$ cat src/rtl/term_tile_pkg.sv
// term_tile_pkg: shared types and mode-frame layout for the fabric edge
// termination tile (term_tile_cfg_loopback and term_loop_pipe).
//
// Mode frame layout (FrameData bits captured on the CFG strobe):
//   [1:0] group 1, [3:2] 2MID, [5:4] 2END, [7:6] group 4, [9:8] NN4,
//   [11:10] loopback pipeline depth, [12] hold.
package term_tile_pkg;

  typedef enum logic [1:0] {
    TM_ZERO  = 2'b00,
    TM_PASS  = 2'b01,
    TM_ROT   = 2'b10,
    TM_CONST = 2'b11
  } term_mode_e;

  localparam int unsigned CFG_W     = 13;
  localparam int unsigned MODE_W    = 2;
  localparam int unsigned DEPTH_W   = 2;

  localparam int unsigned OFS_G1    = 0;
  localparam int unsigned OFS_G2MID = 2;
  localparam int unsigned OFS_G2END = 4;
  localparam int unsigned OFS_G4    = 6;
  localparam int unsigned OFS_GNN4  = 8;
  localparam int unsigned OFS_DEPTH = 10;
  localparam int unsigned OFS_HOLD  = 12;

  // Constant-pattern slices, taken from the low 16 bits of the pattern frame.
  localparam int unsigned PAT_W         = 16;
  localparam int unsigned PAT_OFS_G1    = 0;
  localparam int unsigned PAT_OFS_G2MID = 4;
  localparam int unsigned PAT_OFS_G2END = 8;
  localparam int unsigned PAT_OFS_G4    = 0;

  // Field order mirrors the frame so the packed struct equals raw bits [12:0].
  typedef struct packed {
    logic                hold;
    logic [DEPTH_W-1:0]  depth;
    term_mode_e          nn4;
    term_mode_e          g4;
    term_mode_e          g2end;
    term_mode_e          g2mid;
    term_mode_e          g1;
  } term_cfg_t;

  function automatic term_cfg_t unpack_cfg(input logic [CFG_W-1:0] raw);
    term_cfg_t c;
    c.g1    = term_mode_e'(raw[OFS_G1    +: MODE_W]);
    c.g2mid = term_mode_e'(raw[OFS_G2MID +: MODE_W]);
    c.g2end = term_mode_e'(raw[OFS_G2END +: MODE_W]);
    c.g4    = term_mode_e'(raw[OFS_G4    +: MODE_W]);
    c.nn4   = term_mode_e'(raw[OFS_GNN4  +: MODE_W]);
    c.depth = raw[OFS_DEPTH +: DEPTH_W];
    c.hold  = raw[OFS_HOLD];
    return c;
  endfunction

  function automatic logic [DEPTH_W-1:0] clamp_depth(input logic [DEPTH_W-1:0] d,
                                                     input int unsigned max_d);
    return (32'(d) > max_d) ? DEPTH_W'(max_d) : d;
  endfunction

endpackage

$ cat src/rtl/term_loop_pipe.sv
// term_loop_pipe: variable-depth delay line for one loopback wire group.
//
// Ports:
//   clk    in  1         clock, rising edge
//   rst    in  1         synchronous reset, active-high (stages to 0)
//   clear  in  1         zero all stages this cycle (depth change)
//   hold   in  1         freeze all stages; output becomes static
//   depth  in  2         delay in cycles, already clamped to PIPE_MAX
//   d_in   in  W         mode-mux output
//   d_out  out W         d_in delayed by depth cycles
module term_loop_pipe
  import term_tile_pkg::*;
#(
  parameter int unsigned W        = 4,
  parameter int unsigned PIPE_MAX = 3
) (
  input  logic               clk,
  input  logic               rst,
  input  logic               clear,
  input  logic               hold,
  input  logic [DEPTH_W-1:0] depth,
  input  logic [W-1:0]       d_in,
  output logic [W-1:0]       d_out
);

  // At least one stage exists so depth 0 can still freeze under hold.
  localparam int unsigned NS = (PIPE_MAX < 1) ? 1 : PIPE_MAX;

  logic [W-1:0] stg [NS];

  always_ff @(posedge clk) begin
    if (rst || clear) begin
      for (int unsigned i = 0; i < NS; i++) begin
        stg[i] <= '0;
      end
    end else if (!hold) begin
      stg[0] <= d_in;
      for (int unsigned i = 1; i < NS; i++) begin
        stg[i] <= stg[i-1];
      end
    end
  end

  // Depth 0 is combinational, except under hold where stage 0 (the last
  // mux value registered before hold took effect) is presented instead.
  always_comb begin
    d_out = hold ? stg[0] : d_in;
    for (int unsigned i = 1; i <= NS; i++) begin
      if (32'(depth) == i) begin
        d_out = stg[i-1];
      end
    end
  end

endmodule

$ cat src/rtl/term_tile_cfg_loopback.sv
// term_tile_cfg_loopback: configurable fabric edge termination tile.
// Loops incoming END wires back as BEG wires with a per-group mode
// (zero / pass / rotate / constant) and a 0..PIPE_MAX stage registered
// loopback pipeline. Configuration is frame-loaded into shadow registers
// and copied to the active set on the rising edge of the commit strobe.
//
// Ports:
//   UserCLK        in  1                clock
//   RST            in  1                synchronous reset, active-high
//   UserCLKo       out 1                forwarded clock
//   FrameData      in  FrameBitsPerRow  configuration frame data
//   FrameData_O    out FrameBitsPerRow  forwarded frame data (or readback)
//   FrameStrobe    in  MaxFramesPerCol  frame strobes
//   FrameStrobe_O  out MaxFramesPerCol  forwarded strobes
//   N1END/N2MID/N2END/N4END/NN4END  in   incoming wires
//   S1BEG/S2BEG/S2BEGb/S4BEG/SS4BEG out  looped-back wires
//   cfg_active     out 1                set once a commit has happened
//
// Build option: TERM_CFG_READBACK_EN -- while FrameStrobe[COMMIT_FRAME] is
// high, FrameData_O carries the zero-padded active configuration.
module term_tile_cfg_loopback
  import term_tile_pkg::*;
#(
  parameter int unsigned W1              = 4,
  parameter int unsigned W2              = 8,
  parameter int unsigned W4              = 16,
  parameter int unsigned MaxFramesPerCol = 20,
  parameter int unsigned FrameBitsPerRow = 32,
  parameter int unsigned CFG_FRAME       = 0,
  parameter int unsigned PAT_FRAME       = 1,
  parameter int unsigned COMMIT_FRAME    = 2,
  parameter int unsigned PIPE_MAX        = 3
) (
  input  logic                       UserCLK,
  input  logic                       RST,
  output logic                       UserCLKo,
  input  logic [FrameBitsPerRow-1:0] FrameData,
  output logic [FrameBitsPerRow-1:0] FrameData_O,
  input  logic [MaxFramesPerCol-1:0] FrameStrobe,
  output logic [MaxFramesPerCol-1:0] FrameStrobe_O,
  input  logic [W1-1:0]              N1END,
  input  logic [W2-1:0]              N2MID,
  input  logic [W2-1:0]              N2END,
  input  logic [W4-1:0]              N4END,
  input  logic [W4-1:0]              NN4END,
  output logic [W1-1:0]              S1BEG,
  output logic [W2-1:0]              S2BEG,
  output logic [W2-1:0]              S2BEGb,
  output logic [W4-1:0]              S4BEG,
  output logic [W4-1:0]              SS4BEG,
  output logic                       cfg_active
);

  logic [MaxFramesPerCol-1:0] strobe_q;
  logic [MaxFramesPerCol-1:0] strobe_ev;
  logic                       ev_cfg;
  logic                       ev_pat;
  logic                       ev_commit;

  logic [CFG_W-1:0]           shadow_cfg;
  logic [FrameBitsPerRow-1:0] shadow_pat;
  term_cfg_t                  active_cfg;
  logic [PAT_W-1:0]           active_pat;
  logic                       cfg_active_q;

  logic [DEPTH_W-1:0]         shadow_depth;
  logic [DEPTH_W-1:0]         active_depth;
  logic                       pipe_clear;

  logic [W1-1:0] k1;
  logic [W2-1:0] k2mid;
  logic [W2-1:0] k2end;
  logic [W4-1:0] k4;
  logic [W1-1:0] mux1;
  logic [W2-1:0] mux2mid;
  logic [W2-1:0] mux2end;
  logic [W4-1:0] mux4;
  logic [W4-1:0] muxnn4;

  // ---------------------------------------------------------------- strobes
  assign strobe_ev = FrameStrobe & ~strobe_q;
  assign ev_cfg    = strobe_ev[CFG_FRAME];
  assign ev_pat    = strobe_ev[PAT_FRAME];
  assign ev_commit = strobe_ev[COMMIT_FRAME];

  // Commit reads the shadow value from before this edge, so a capture in
  // the same cycle only lands in shadow.
  always_ff @(posedge UserCLK) begin
    if (RST) begin
      strobe_q     <= '0;
      shadow_cfg   <= '0;
      shadow_pat   <= '0;
      active_cfg   <= '0;
      active_pat   <= '0;
      cfg_active_q <= 1'b0;
    end else begin
      strobe_q <= FrameStrobe;
      if (ev_cfg) begin
        shadow_cfg <= FrameData[CFG_W-1:0];
      end
      if (ev_pat) begin
        shadow_pat <= FrameData;
      end
      if (ev_commit) begin
        active_cfg   <= unpack_cfg(shadow_cfg);
        active_pat   <= shadow_pat[PAT_W-1:0];
        cfg_active_q <= 1'b1;
      end
    end
  end

  assign cfg_active = cfg_active_q;

  // ------------------------------------------------------------- pipe depth
  assign shadow_depth = clamp_depth(shadow_cfg[OFS_DEPTH +: DEPTH_W], PIPE_MAX);
  assign active_depth = clamp_depth(active_cfg.depth, PIPE_MAX);
  assign pipe_clear   = ev_commit && (shadow_depth != active_depth);

  // -------------------------------------------------------------- mode muxes
  function automatic logic [W1-1:0] mux_w1(input term_mode_e m,
                                           input logic [W1-1:0] n,
                                           input logic [W1-1:0] k);
    logic [W1-1:0] r;
    r = '0;
    case (m)
      TM_PASS:  r = n;
      TM_ROT:   for (int unsigned i = 0; i < W1; i++) r[i] = n[(i + 1) % W1];
      TM_CONST: r = k;
      default:  r = '0;
    endcase
    return r;
  endfunction

  function automatic logic [W2-1:0] mux_w2(input term_mode_e m,
                                           input logic [W2-1:0] n,
                                           input logic [W2-1:0] k);
    logic [W2-1:0] r;
    r = '0;
    case (m)
      TM_PASS:  r = n;
      TM_ROT:   for (int unsigned i = 0; i < W2; i++) r[i] = n[(i + 1) % W2];
      TM_CONST: r = k;
      default:  r = '0;
    endcase
    return r;
  endfunction

  function automatic logic [W4-1:0] mux_w4(input term_mode_e m,
                                           input logic [W4-1:0] n,
                                           input logic [W4-1:0] k);
    logic [W4-1:0] r;
    r = '0;
    case (m)
      TM_PASS:  r = n;
      TM_ROT:   for (int unsigned i = 0; i < W4; i++) r[i] = n[(i + 1) % W4];
      TM_CONST: r = k;
      default:  r = '0;
    endcase
    return r;
  endfunction

  // Constant slices: wider groups zero-extend, narrower ones truncate.
  assign k1    = W1'(active_pat >> PAT_OFS_G1);
  assign k2mid = W2'(active_pat >> PAT_OFS_G2MID);
  assign k2end = W2'(active_pat >> PAT_OFS_G2END);
  assign k4    = W4'(active_pat >> PAT_OFS_G4);

  assign mux1    = mux_w1(active_cfg.g1,    N1END,  k1);
  assign mux2mid = mux_w2(active_cfg.g2mid, N2MID,  k2mid);
  assign mux2end = mux_w2(active_cfg.g2end, N2END,  k2end);
  assign mux4    = mux_w4(active_cfg.g4,    N4END,  k4);
  assign muxnn4  = mux_w4(active_cfg.nn4,   NN4END, k4);

  // ---------------------------------------------------------- loop pipes
  term_loop_pipe #(.W(W1), .PIPE_MAX(PIPE_MAX)) u_pipe_1 (
    .clk(UserCLK), .rst(RST), .clear(pipe_clear), .hold(active_cfg.hold),
    .depth(active_depth), .d_in(mux1), .d_out(S1BEG)
  );

  term_loop_pipe #(.W(W2), .PIPE_MAX(PIPE_MAX)) u_pipe_2mid (
    .clk(UserCLK), .rst(RST), .clear(pipe_clear), .hold(active_cfg.hold),
    .depth(active_depth), .d_in(mux2mid), .d_out(S2BEG)
  );

  term_loop_pipe #(.W(W2), .PIPE_MAX(PIPE_MAX)) u_pipe_2end (
    .clk(UserCLK), .rst(RST), .clear(pipe_clear), .hold(active_cfg.hold),
    .depth(active_depth), .d_in(mux2end), .d_out(S2BEGb)
  );

  term_loop_pipe #(.W(W4), .PIPE_MAX(PIPE_MAX)) u_pipe_4 (
    .clk(UserCLK), .rst(RST), .clear(pipe_clear), .hold(active_cfg.hold),
    .depth(active_depth), .d_in(mux4), .d_out(S4BEG)
  );

  term_loop_pipe #(.W(W4), .PIPE_MAX(PIPE_MAX)) u_pipe_nn4 (
    .clk(UserCLK), .rst(RST), .clear(pipe_clear), .hold(active_cfg.hold),
    .depth(active_depth), .d_in(muxnn4), .d_out(SS4BEG)
  );

  // ------------------------------------------------------------ forwarding
  // Clock and strobes pass straight through to the next tile in the column.
  assign UserCLKo      = UserCLK;
  assign FrameStrobe_O = FrameStrobe;

`ifdef TERM_CFG_READBACK_EN
  assign FrameData_O = FrameStrobe[COMMIT_FRAME]
                     ? {{(FrameBitsPerRow - CFG_W){1'b0}}, active_cfg}
                     : FrameData;
`else
  assign FrameData_O = FrameData;
`endif

endmodule

$ cat config.mk
export PLATFORM = sky130hd
export DESIGN_NAME = term_tile_cfg_loopback
export DESIGN_NICKNAME = d
export VERILOG_FILES = /design/src/rtl/term_tile_pkg.sv /design/src/rtl/term_loop_pipe.sv /design/src/rtl/term_tile_cfg_loopback.sv
export SDC_FILE = /design/constraint.sdc
export NUM_CORES = 1
export LEC_CHECK = 0
export ABC_AREA = 1
export CAP_MARGIN = 20
export CORE_MARGIN = 2
export CORE_UTILIZATION = 33
export CTS_BUF_LIST = sky130_fd_sc_hd__clkbuf_8
export DETAILED_ROUTE_END_ITERATION = 7
export GPL_TIMING_DRIVEN = 1
export SLEW_MARGIN = 0
export SYNTH_ARGS = -nofsm -noshare
export SYNTH_HDL_FRONTEND = slang
export SYNTH_SLANG_ARGS = --single-unit
$ cat constraint.sdc
create_clock -name UserCLK -period 9.96 [get_ports UserCLK]
set_clock_uncertainty 0.15 [all_clocks]
set_input_delay 1.494 -clock UserCLK [delete_from_list [all_inputs] [get_ports UserCLK]]
set_output_delay 1.494 -clock UserCLK [all_outputs]
set_load 0.005 [all_outputs]
==> summary.md, run 1 <==
| Metric | Value |
|---|---|
| M2 GR Usage | 25.7% |
| Core Area | 35700 um2 |
| RSZ-0062 raised after global routing | no |
| CTS resizes | 0 |
| Total power density per cell area | 173 nW/um2 |
| WL final | 32400 um |
| Hold_buf cts | 0 |
| Number of cell rows | 69 |
| # port buffers | 145 |
| Critical Path Source Type | clock port |
| Synth Area in Adders | 0% |
| Grt met1 use | 23.8% |
| Static leakage | 5.16 nW |
| CP peak stage delay | 0.43 ns |
| Sequential power share | 45.0% |
| Critical path fanouts, max | 2 |
| Via count | 9383 |
| Max-slew violations | 0 |
| Postcts setup bufs | 0 |
| GRT Resource Usage Total | 16.9% |
| Max VDD drop | 0.0789 mV |
| Top Usage Layer GRT | met2 |
| Synth Area in Simple Gates | 29.0% |
| GP Congestion | 0.830 |
| Complex-gate fraction of the synthesized area | 8.66% |
| Initial Util | 33.6% |
| Status | complete, no violations |
| Smallest hold slack | 0.326 ns |
| Top cell type by total area after synthesis | edfxtp_1 |
| Worst-Skew Late Latency | 0.65 ns |
| Die width | 195 um |
| Most frequent cells in the layout | nor2_1, edfxtp_1, inv_1 |
| Multiplexer share of the synthesized area | 0% |
| TNS Setup | 0 ns |
| Clk pwr share | 36.5% |
| WL per Instance | 17.1 um |
| Layout area overhead | 16.6% |
| Main combinational cell family by area after synthesis | simple AND/OR/NAND/NOR gates |
| Worst-Margin Slew | 1.32 ns |
| Most Frequent Cell on Critical Path | clkbuf_8 |
| Synthesized Nets | 1452 |
| Yosys Warn Count | 0 |
| M3 GR Usage | 3.54% |
| Die Footprint | 37900 um2 |
| Vias per inst | 4.93 |
| Cell breakdown of the critical path | clkbuf_8 -> clkbuf_8 -> clkdlybuf4s50_1 |
| Pin count of the biggest net entering global routing | 115 |
| # IOs | 212 |
| Slowest cell on the critical path | clkdlybuf4s50_1 |
| Area contributors post-synth | edfxtp_1, dfxtp_1, nor2_4 |
| Synth Instances | 1346 |
| Synth Register Bits | 218 |
| CTS tree | done |
| GRT overflow | 0 |
| Worst EP arrival | 5.64 ns |
| Commonest non-fill, non-tap cell in the layout | nor2_1 |
| Antenna viol nets, final | 0 |
| Filler cell count | 3691 |
| Initial antenna violation count | 1 |
| Internal power | 1.72 mW |
| Final hold vios | 0 |
| Gate power share | 18.5% |
| Hold Path Class | flip-flop to flip-flop |
| Area share of the largest cell type after synthesis | 39.0% |
| Ant. Diodes | 0 |
| Synth Area in XOR/XNOR | 0.146% |
| Layout cells sized above 1 | 12.6% |
| Die height | 195 um |
| Switching pwr | 708 uW |
| Clock transition at path regs | 0.06 ns |
| Number of global-route vias before repair | 8929 |
| Max_cap viols | 0 |
| Fin util | 39.2% |
| Sequential share of the synthesized area | 49.3% |
| Syn_area_per_cell | 8.92 um2 |
| Synth cell types | 23 |
| DRT Pass-1 Iters | 7 |
| Mapped cell area | 12000 um2 |
| Switching fraction of total power | 29.2% |
| Iter 0 DRT Violations | 858 |
| CP Class | clock port to output pin |
| First-pass GRT wire length | 50400 um |
| Detail Placement HPWL | 20800 um |
| Drt drc | 0 |
| Post-layout nets | 1515 |
| Relative slew slack | 12.2% |
| Crit path capture type | output pin |
| Final setup fails | 0 |
| CP required | 8.32 ns |
## registers in the layout, summed over array words and instances (netlist names)
register,cells
active_cfg,11
active_depth,2
active_pat,16
cfg_active,1
shadow_cfg,13
shadow_pat,16
strobe_q,3
u_pipe_1.stg,12
u_pipe_2end.stg,24
u_pipe_2mid.stg,24
u_pipe_4.stg,48
u_pipe_nn4.stg,48
## synthesized netlist by cell type
master	n
buf_1	1
nand2_2	2
buf_6	6
nor2_4	100
and3_1	32
clkbuf_1	33
buf_4	55
nand4_1	32
nor2_1	193
nand2_1	131
nand3_1	143
edfxtp_1	156
buf_2	33
a21oi_1	96
nand3_4	1
xnor2_1	2
buf_12	11
a21oi_2	1
inv_2	1
dfxtp_1	62
inv_1	141
clkinv_1	4
o21ai_0	110
## worst paths after layout
path | from | endpoint | slack, ns | depth (start not counted)
worst max-delay path | UserCLK | UserCLKo | 2.68 | 3
worst min-delay path | shadow_pat[5] | active_pat[5] | 0.33 | 2
worst max register to register | active_depth[1] | u_pipe_1.stg[0][0] | 6.26 | 7
worst min register to register | shadow_pat[5] | active_pat[5] | 0.33 | 2
## layer usage
metal	wire length, um	vias up
met5	0	-
met4	889	0
met3	2030	55
met2	14400	318
met1	15100	4476
li1	-	4534
## metrics by stage
step / cell area [um2] / setup WS [ns] / power, mW / cells
after floorplan: 12000 / 2.60 / 1.40 / 1346
after global placement: 13200 / 2.92 / 1.57 / 1825
after detailed placement: 13200 / 2.92 / 1.57 / 1825
after CTS: 14000 / 2.67 / 2.45 / 1902
after global routing: 14000 / 2.65 / 2.54 / 1902
final: 14000 / 2.68 / 2.43 / 1902
## cells by family (layout without fill, tap and decap cells)
logic type | after synthesis | count (layout)
DFF | 218 | 218
xor gates and xnor gates | 2 | 2
and+or+nand+nor | 634 | 634
AOI/OAI and AO/OA | 207 | 207
buffers and inverters | 285 | 380
## power groups by stage
stage               sequential (mW)  combinational (mW)  clock [mW]
floorplan                      1.09               0.307     0.00651
global placement               1.11               0.450     0.00846
detailed placement             1.11               0.452     0.00846
CTS                            1.09               0.455       0.909
global route                   1.10               0.493       0.951
finish                         1.09               0.449       0.886
## critical path: cells and delay by family
family	cells	cell delay (ns)
buffers and inverters	3	0.66
## area by class of cell
cell class / instances / area [um2] / area share (%)
Tap cell: 461 / 577 / 4.12
Clock buffer: 51 / 698 / 4.98
Timing Repair Buffer: 156 / 1540 / 11.0
Sequential cell: 218 / 5930 / 42.3
Inverter: 146 / 548 / 3.91
Clock inverter: 27 / 150 / 1.07
Multi-Input combinational cell: 843 / 4570 / 32.6
No activity file was read; power rests on OpenSTA's default activity.
==> run 2: changes to the inputs <==
- clock period: 9.96 -> 6 ns (I/O delays scaled with it)
==> run 2 against run 1 <==
  * Cell count rose by 0.21%
  * Critical path depth unchanged
  * Global-route usage fell by 0.12 points
  * First-iteration DRC count down 8.9%
  * Wire length down 0.36%
  * Utilization increased by 0.19 points
  * Die area did not move
  * Combinational power rose by 67%
  * Sequential power is 66% higher
  * Non-clock buffer count rose by 2
  * Critical path type unchanged
  * Critical endpoint unchanged
  * Highest routed layer unchanged
==> summary.md, run 2 (synthesized netlist as in run 1, its figures left out) <==
| Metric | Value |
|---|---|
| GP Congestion | 0.847 (was 0.830) |
| Status | complete, no violations (unchanged) |
| First-pass GRT wire length | 50000 um (was 50400 um) |
| Die height | 195 um (unchanged) |
| Filler cell count | 3656 (was 3691) |
| Number of global-route vias before repair | 9084 (was 8929) |
| Worst Slack Setup Final | 1.29 ns (was 2.68 ns) |
| Detail Placement HPWL | 21100 um (was 20800 um) |
| Top Usage Layer GRT | met2 (unchanged) |
| Fin util | 39.4% (was 39.2%) |
| Internal power | 2.88 mW (was 1.72 mW) |
| Core Area | 35700 um2 (unchanged) |
| Placed cell count | 1827 (was 1825) |
| Gate power share | 18.5% (about the same) |
| DRT Pass-1 Iters | 5 (was 7) |
| Pin count of the biggest net entering global routing | 90 (was 115) |
| Grt met1 use | 23.4% (was 23.8%) |
| Static leakage | 5.23 nW (was 5.16 nW) |
| Switching fraction of total power | 28.8% (was 29.2%) |
| CP Class | clock port to output pin (unchanged) |
| Final std cells w/o fill | 1906 (was 1902) |
| Hold Path Class | flip-flop to flip-flop (unchanged) |
| Final hold vios | 0 (unchanged) |
| # IOs | 212 (unchanged) |
| Initial antenna violation count | 0 (was 1) |
| GRT Resource Usage Total | 16.8% (was 16.9%) |
| Multi-input gate area | 4570 um2 (unchanged) |
| Final setup fails | 0 (unchanged) |
| Smallest hold slack | 0.327 ns (was 0.326 ns) |
| # port buffers | 145 (unchanged) |
| Worst EP arrival | 3.66 ns (was 5.64 ns) |
| Postcts setup bufs | 0 (unchanged) |
| Commonest non-fill, non-tap cell in the layout | nor2_1 (unchanged) |
| M3 GR Usage | 3.28% (was 3.54%) |
| Total power density per cell area | 288 nW/um2 (was 173 nW/um2) |
| Max-slew violations | 0 (unchanged) |
| Critical path origin | UserCLK (unchanged) |
| Ant. Diodes | 0 (unchanged) |
| Antenna viol nets, final | 0 (unchanged) |
| Die Footprint | 37900 um2 (unchanged) |
| GRT overflow | 0 (unchanged) |
| CP endpoint | UserCLKo (unchanged) |
| Pre-CTS WS | 1.54 ns (was 2.92 ns) |
| Clock transition at path regs | 0.06 ns (about the same) |
| Via count | 9343 (was 9383) |
| Reg2Reg Capture Point | u_pipe_2end.stg[0][6] (was u_pipe_1.stg[0][0]) |
| Initial Util | 33.6% (unchanged) |
| FF+latch area | 5930 um2 (about the same) |
| Post-layout nets | 1518 (was 1515) |
| CTS tree | done (unchanged) |
| Critical path fanouts, max | 2 (unchanged) |
| Layout area overhead | 17.2% (was 16.6%) |
| Vias per inst | 4.90 (was 4.93) |
| WL final | 32300 um (was 32400 um) |
| Hold_buf cts | 0 (unchanged) |
| RSZ-0062 raised after global routing | no (unchanged) |
| M2 GR Usage | 25.8% (was 25.7%) |
| Clk pwr share | 36.7% (was 36.5%) |
| CTS resizes | 0 (unchanged) |
| Max_cap viols | 0 (unchanged) |
| Drt drc | 0 (unchanged) |
| Layout cells sized above 1 | 12.1% (was 12.6%) |
| Iter 0 DRT Violations | 782 (was 858) |
| Worst-Margin Slew | 1.05 ns (was 1.32 ns) |
| Biggest regs | u_pipe_4.stg (48), u_pipe_nn4.stg (48) (unchanged) |
| Most frequent cells in the layout | nor2_1, inv_1, edfxtp_1 (was nor2_1, edfxtp_1, inv_1) |
| Flop2flop setup slack | 3.09 ns (was 6.26 ns) |
| Switching pwr | 1.17 mW (was 708 uW) |
| Worst-Skew Late Latency | 0.65 ns (about the same) |
| Number of cell rows | 69 (unchanged) |
| Max VDD drop | 0.146 mV (was 0.0789 mV) |
| Sequential power share | 44.7% (was 45.0%) |
| WL per Instance | 17.0 um (was 17.1 um) |
| Reg2reg path depth | 7 (unchanged) |
| TNS Setup | 0 ns (unchanged) |
| Crit path capture type | output pin (unchanged) |
| Critical Path Source Type | clock port (unchanged) |
| Relative slew slack | 29.9% (was 12.2%) |
| Reg2Reg Launch Point | active_depth[1] (unchanged) |
| CP required | 4.95 ns (was 8.32 ns) |
| Die width | 195 um (unchanged) |
-- run 2: routing by layer --
metal  up-vias  part of all wire (%)
met3        55                   5.6
met1      4449                    47
met4         0                   2.8
li1       4545                     -
met5         -                     0
met2       294                    44
-- run 2: how the worst min path moves through the flow --
stage | from | end | cells after the start
3_5_place_dp | shadow_pat[5] | active_pat[5] | 2
4_1_cts | shadow_pat[13] | active_pat[13] | 2
2_1_floorplan | shadow_pat[0] | active_pat[0] | 2
6_report | shadow_pat[13] | active_pat[13] | 2
3_3_place_gp | cfg_active | cfg_active | 2
5_1_grt | shadow_pat[9] | active_pat[9] | 2
-- run 2: area by class of cell --
class / count / share of cell area, %
Tap cell: 461 / 4.10
Timing Repair Buffer: 158 / 11.4
Clock buffer: 50 / 4.86
Inverter: 146 / 3.89
Multi-Input combinational cell: 843 / 32.4
Clock inverter: 30 / 1.22
Sequential cell: 218 / 42.1
-- run 2: critical path, stage by stage --
cell	delay, ns
clkbuf_8	0.11
clkbuf_8	0.12
clkdlybuf4s50_1	0.43
-- run 2: power by group through the flow --
stage                     Combinational, mW  Clock, mW  Sequential, mW
after floorplan                       0.510     0.0108            1.80
after global placement                0.748     0.0140            1.83
after detailed placement              0.755     0.0140            1.84
after CTS                             0.760       1.53            1.81
after global routing                  0.826       1.59            1.82
final                                 0.751       1.49            1.81
-- run 2: per-stage QoR --
step | power, mW | area [um2]
floorplan | 2.32 | 12000
global placement | 2.60 | 13200
detailed placement | 2.61 | 13200
CTS | 4.10 | 14100
global route | 4.24 | 14100
finish | 4.05 | 14100
==> run 3: changes to the inputs <==
- clock period: 6 -> 4.3 ns (I/O delays scaled with it)
==> run 3 against run 2 <==
  * First-iteration DRC count decreased by 1.5%
  * Sequential power up 39%
  * Clock power grew 27%
  * Cell count unchanged
  * Via count is 0.57% lower
  * Power increased by 35%
  * Combinational power grew 42%
  * Register-to-register slack got worse by 1.5 ns
  * Setup slack got worse by 0.81 ns
  * Worst hold slack hardly changed
  * Critical path depth rose by 4
  * Die area unchanged
  * Largest cell class unchanged
  * Largest power group unchanged
==> summary.md, run 3 (synthesized netlist as in run 1, its figures left out) <==
| Metric | Value |
|---|---|
| Status | complete, no violations (unchanged) |
| Total power density per cell area | 388 nW/um2 (was 288 nW/um2) |
| WL final | 32100 um (was 32300 um) |
| CTS tree | done (unchanged) |
| Critical path origin | active_depth[0] (was UserCLK) |
| CP required | 3.50 ns (was 4.95 ns) |
| Number of global-route vias before repair | 9040 (was 9084) |
| Worst EP arrival | 3.03 ns (was 3.66 ns) |
| Number of cell rows | 69 (unchanged) |
| Post-layout nets | 1523 (was 1518) |
| Final hold vios | 0 (unchanged) |
| Initial Util | 33.6% (unchanged) |
| Max Fclk | 0.262 GHz |
| WL per Instance | 16.8 um (was 17.0 um) |
| Reg2Reg Capture Point | u_pipe_4.stg[0][9] (was u_pipe_2end.stg[0][6]) |
| Relative slew slack | 34.2% (was 29.9%) |
| # port buffers | 145 (unchanged) |
| Hold Path Class | flip-flop to flip-flop (unchanged) |
| Pin count of the biggest net entering global routing | 69 (was 90) |
| Drt drc | 0 (unchanged) |
| Iter 0 DRT Violations | 770 (was 782) |
| Via count | 9290 (was 9343) |
| GRT overflow | 0 (unchanged) |
| Final period util | 88.9% |
| Core Area | 35700 um2 (unchanged) |
| Critical path fanouts, max | 52 (was 2) |
| Cell depth of the worst setup path | 7 (was 3) |
| Postcts setup bufs | 0 (unchanged) |
| Die height | 195 um (unchanged) |
| CP Class | flip-flop to output pin (was clock port to output pin) |
| Layout area overhead | 17.3% (was 17.2%) |
| First-pass GRT wire length | 50300 um (was 50000 um) |
| Ant. Diodes | 0 (unchanged) |
| Detail Placement HPWL | 21400 um (was 21100 um) |
| Worst-Skew Late Latency | 0.63 ns (was 0.65 ns) |
| Layout cells sized above 1 | 12.4% (was 12.1%) |
| Vias per inst | 4.87 (was 4.90) |
| CTS resizes | 0 (unchanged) |
| TNS Setup | 0 ns (unchanged) |
| Reg2Reg Launch Point | active_depth[1] (unchanged) |
| Reg2reg path depth | 7 (unchanged) |
| Clock transition at path regs | 0.06 ns (about the same) |
| Initial antenna violation count | 0 (unchanged) |
| Max_cap viols | 0 (unchanged) |
| RSZ-0062 raised after global routing | no (unchanged) |
| Flop2flop setup slack | 1.64 ns (was 3.09 ns) |
| Critical Path Source Type | flip-flop (was clock port) |
| Static leakage | 5.22 nW (was 5.23 nW) |
| Most frequent cells in the layout | nor2_1, inv_1, edfxtp_1 (unchanged) |
| Antenna viol nets, final | 0 (unchanged) |
| Biggest regs | u_pipe_4.stg (48), u_pipe_nn4.stg (48) (unchanged) |
| Worst-Margin Slew | 0.986 ns (was 1.05 ns) |
| GP Congestion | 0.794 (was 0.847) |
| CP Buf/Inv Count | 2 (was 3) |
| Die width | 195 um (unchanged) |
| Commonest non-fill, non-tap cell in the layout | nor2_1 (unchanged) |
| Crit path capture type | output pin (unchanged) |
| DRT Pass-1 Iters | 5 (unchanged) |
| Max VDD drop | 0.209 mV (was 0.146 mV) |
| Cell breakdown of the critical path | nand2_1 -> nand2_2 -> buf_12 -> a21oi_1 -> o21ai_0 -> nand3_1 -> clkdlybuf4s50_1 (was clkbuf_8 -> clkbuf_8 -> clkdlybuf4s50_1) |
| Smallest hold slack | 0.327 ns (about the same) |
| CP endpoint | SS4BEG[10] (was UserCLKo) |
| CP peak stage delay | 0.68 ns (was 0.43 ns) |
| Max-slew violations | 0 (unchanged) |
| Min Tclk post-route | 3.82 ns |
| Slowest cell on the critical path | dfxtp_2 (was clkdlybuf4s50_1) |
| Hold_buf cts | 0 (unchanged) |
| Die Footprint | 37900 um2 (unchanged) |
| Delay-heaviest family, CP | buffers and inverters (unchanged) |
| Final setup fails | 0 (unchanged) |
| GRT Resource Usage Total | 16.8% (about the same) |
| # IOs | 212 (unchanged) |
[run 3: cell types whose count changed in the layout (fill, tap and decap cells not counted), sizes merged]
cell | previous run | this run
buf | 14 | 21
bufinv | 2 | 0
clkbuf | 49 | 48
clkinv | 8 | 12
clkinvlp | 1 | 0
inv | 165 | 158
[run 3: worst min-delay path, delay by kind of cell (launching register included)]
kind | cells | cell delay [ns]
and+or+nand+nor | 2 | 0.12
DFF | 1 | 0.33
[run 3: how the worst min path moves through the flow]
stage | startpoint | end | slack (ns) | cells past startpoint
floorplan | shadow_pat[0] | active_pat[0] | 0.30 | 2
global placement | cfg_active | cfg_active | 0.30 | 2
detailed placement | cfg_active | cfg_active | 0.31 | 2
CTS | shadow_pat[4] | active_pat[4] | 0.33 | 2
global route | shadow_pat[0] | active_pat[0] | 0.35 | 2
finish | cfg_active | cfg_active | 0.33 | 2
[run 3: metrics by stage]
| stage | worst slack (ns) | instances | utilization [%] | cell area, um2 | power (mW) |
|---|---|---|---|---|---|
| finish | 0.478 | 1906 | 39.4 | 14100 | 5.47 |
| global route | 0.268 | 1906 | 39.4 | 14100 | 5.74 |
| CTS | 0.0724 | 1906 | 39.4 | 14100 | 5.54 |
| detailed placement | 0.760 | 1834 | 37.3 | 13300 | 3.65 |
| global placement | 0.725 | 1834 | 37.3 | 13300 | 3.64 |
| floorplan | 1.05 | 1346 | - | 12000 | 3.23 |
[run 3: routing by layer]
metal  vias up  track usage, %  part of all wire, %  wire length (um)
li1       4551               -                    -                 -
met1      4400            23.1                   46             14700
met2       300            27.4                   46             14900
met3        39            2.95                  6.0              1920
met4         0            4.01                  1.6               498
met5         -               0                    0                 0
[run 3: where the power goes]
group          switching, mW  internal [mW]
registers              0.105           2.42
logic                  0.615          0.450
clock network          0.866           1.02
[run 3: final cells by class]
class                      count  area [um2]
clock buffer                  49         671
clock inverter                24        91.3
fill                        3615       21600
inverter                     146         548
multi-input combinational    843        4570
sequential                   218        5930
tap                          461         577
timing repair buffer         165        1710
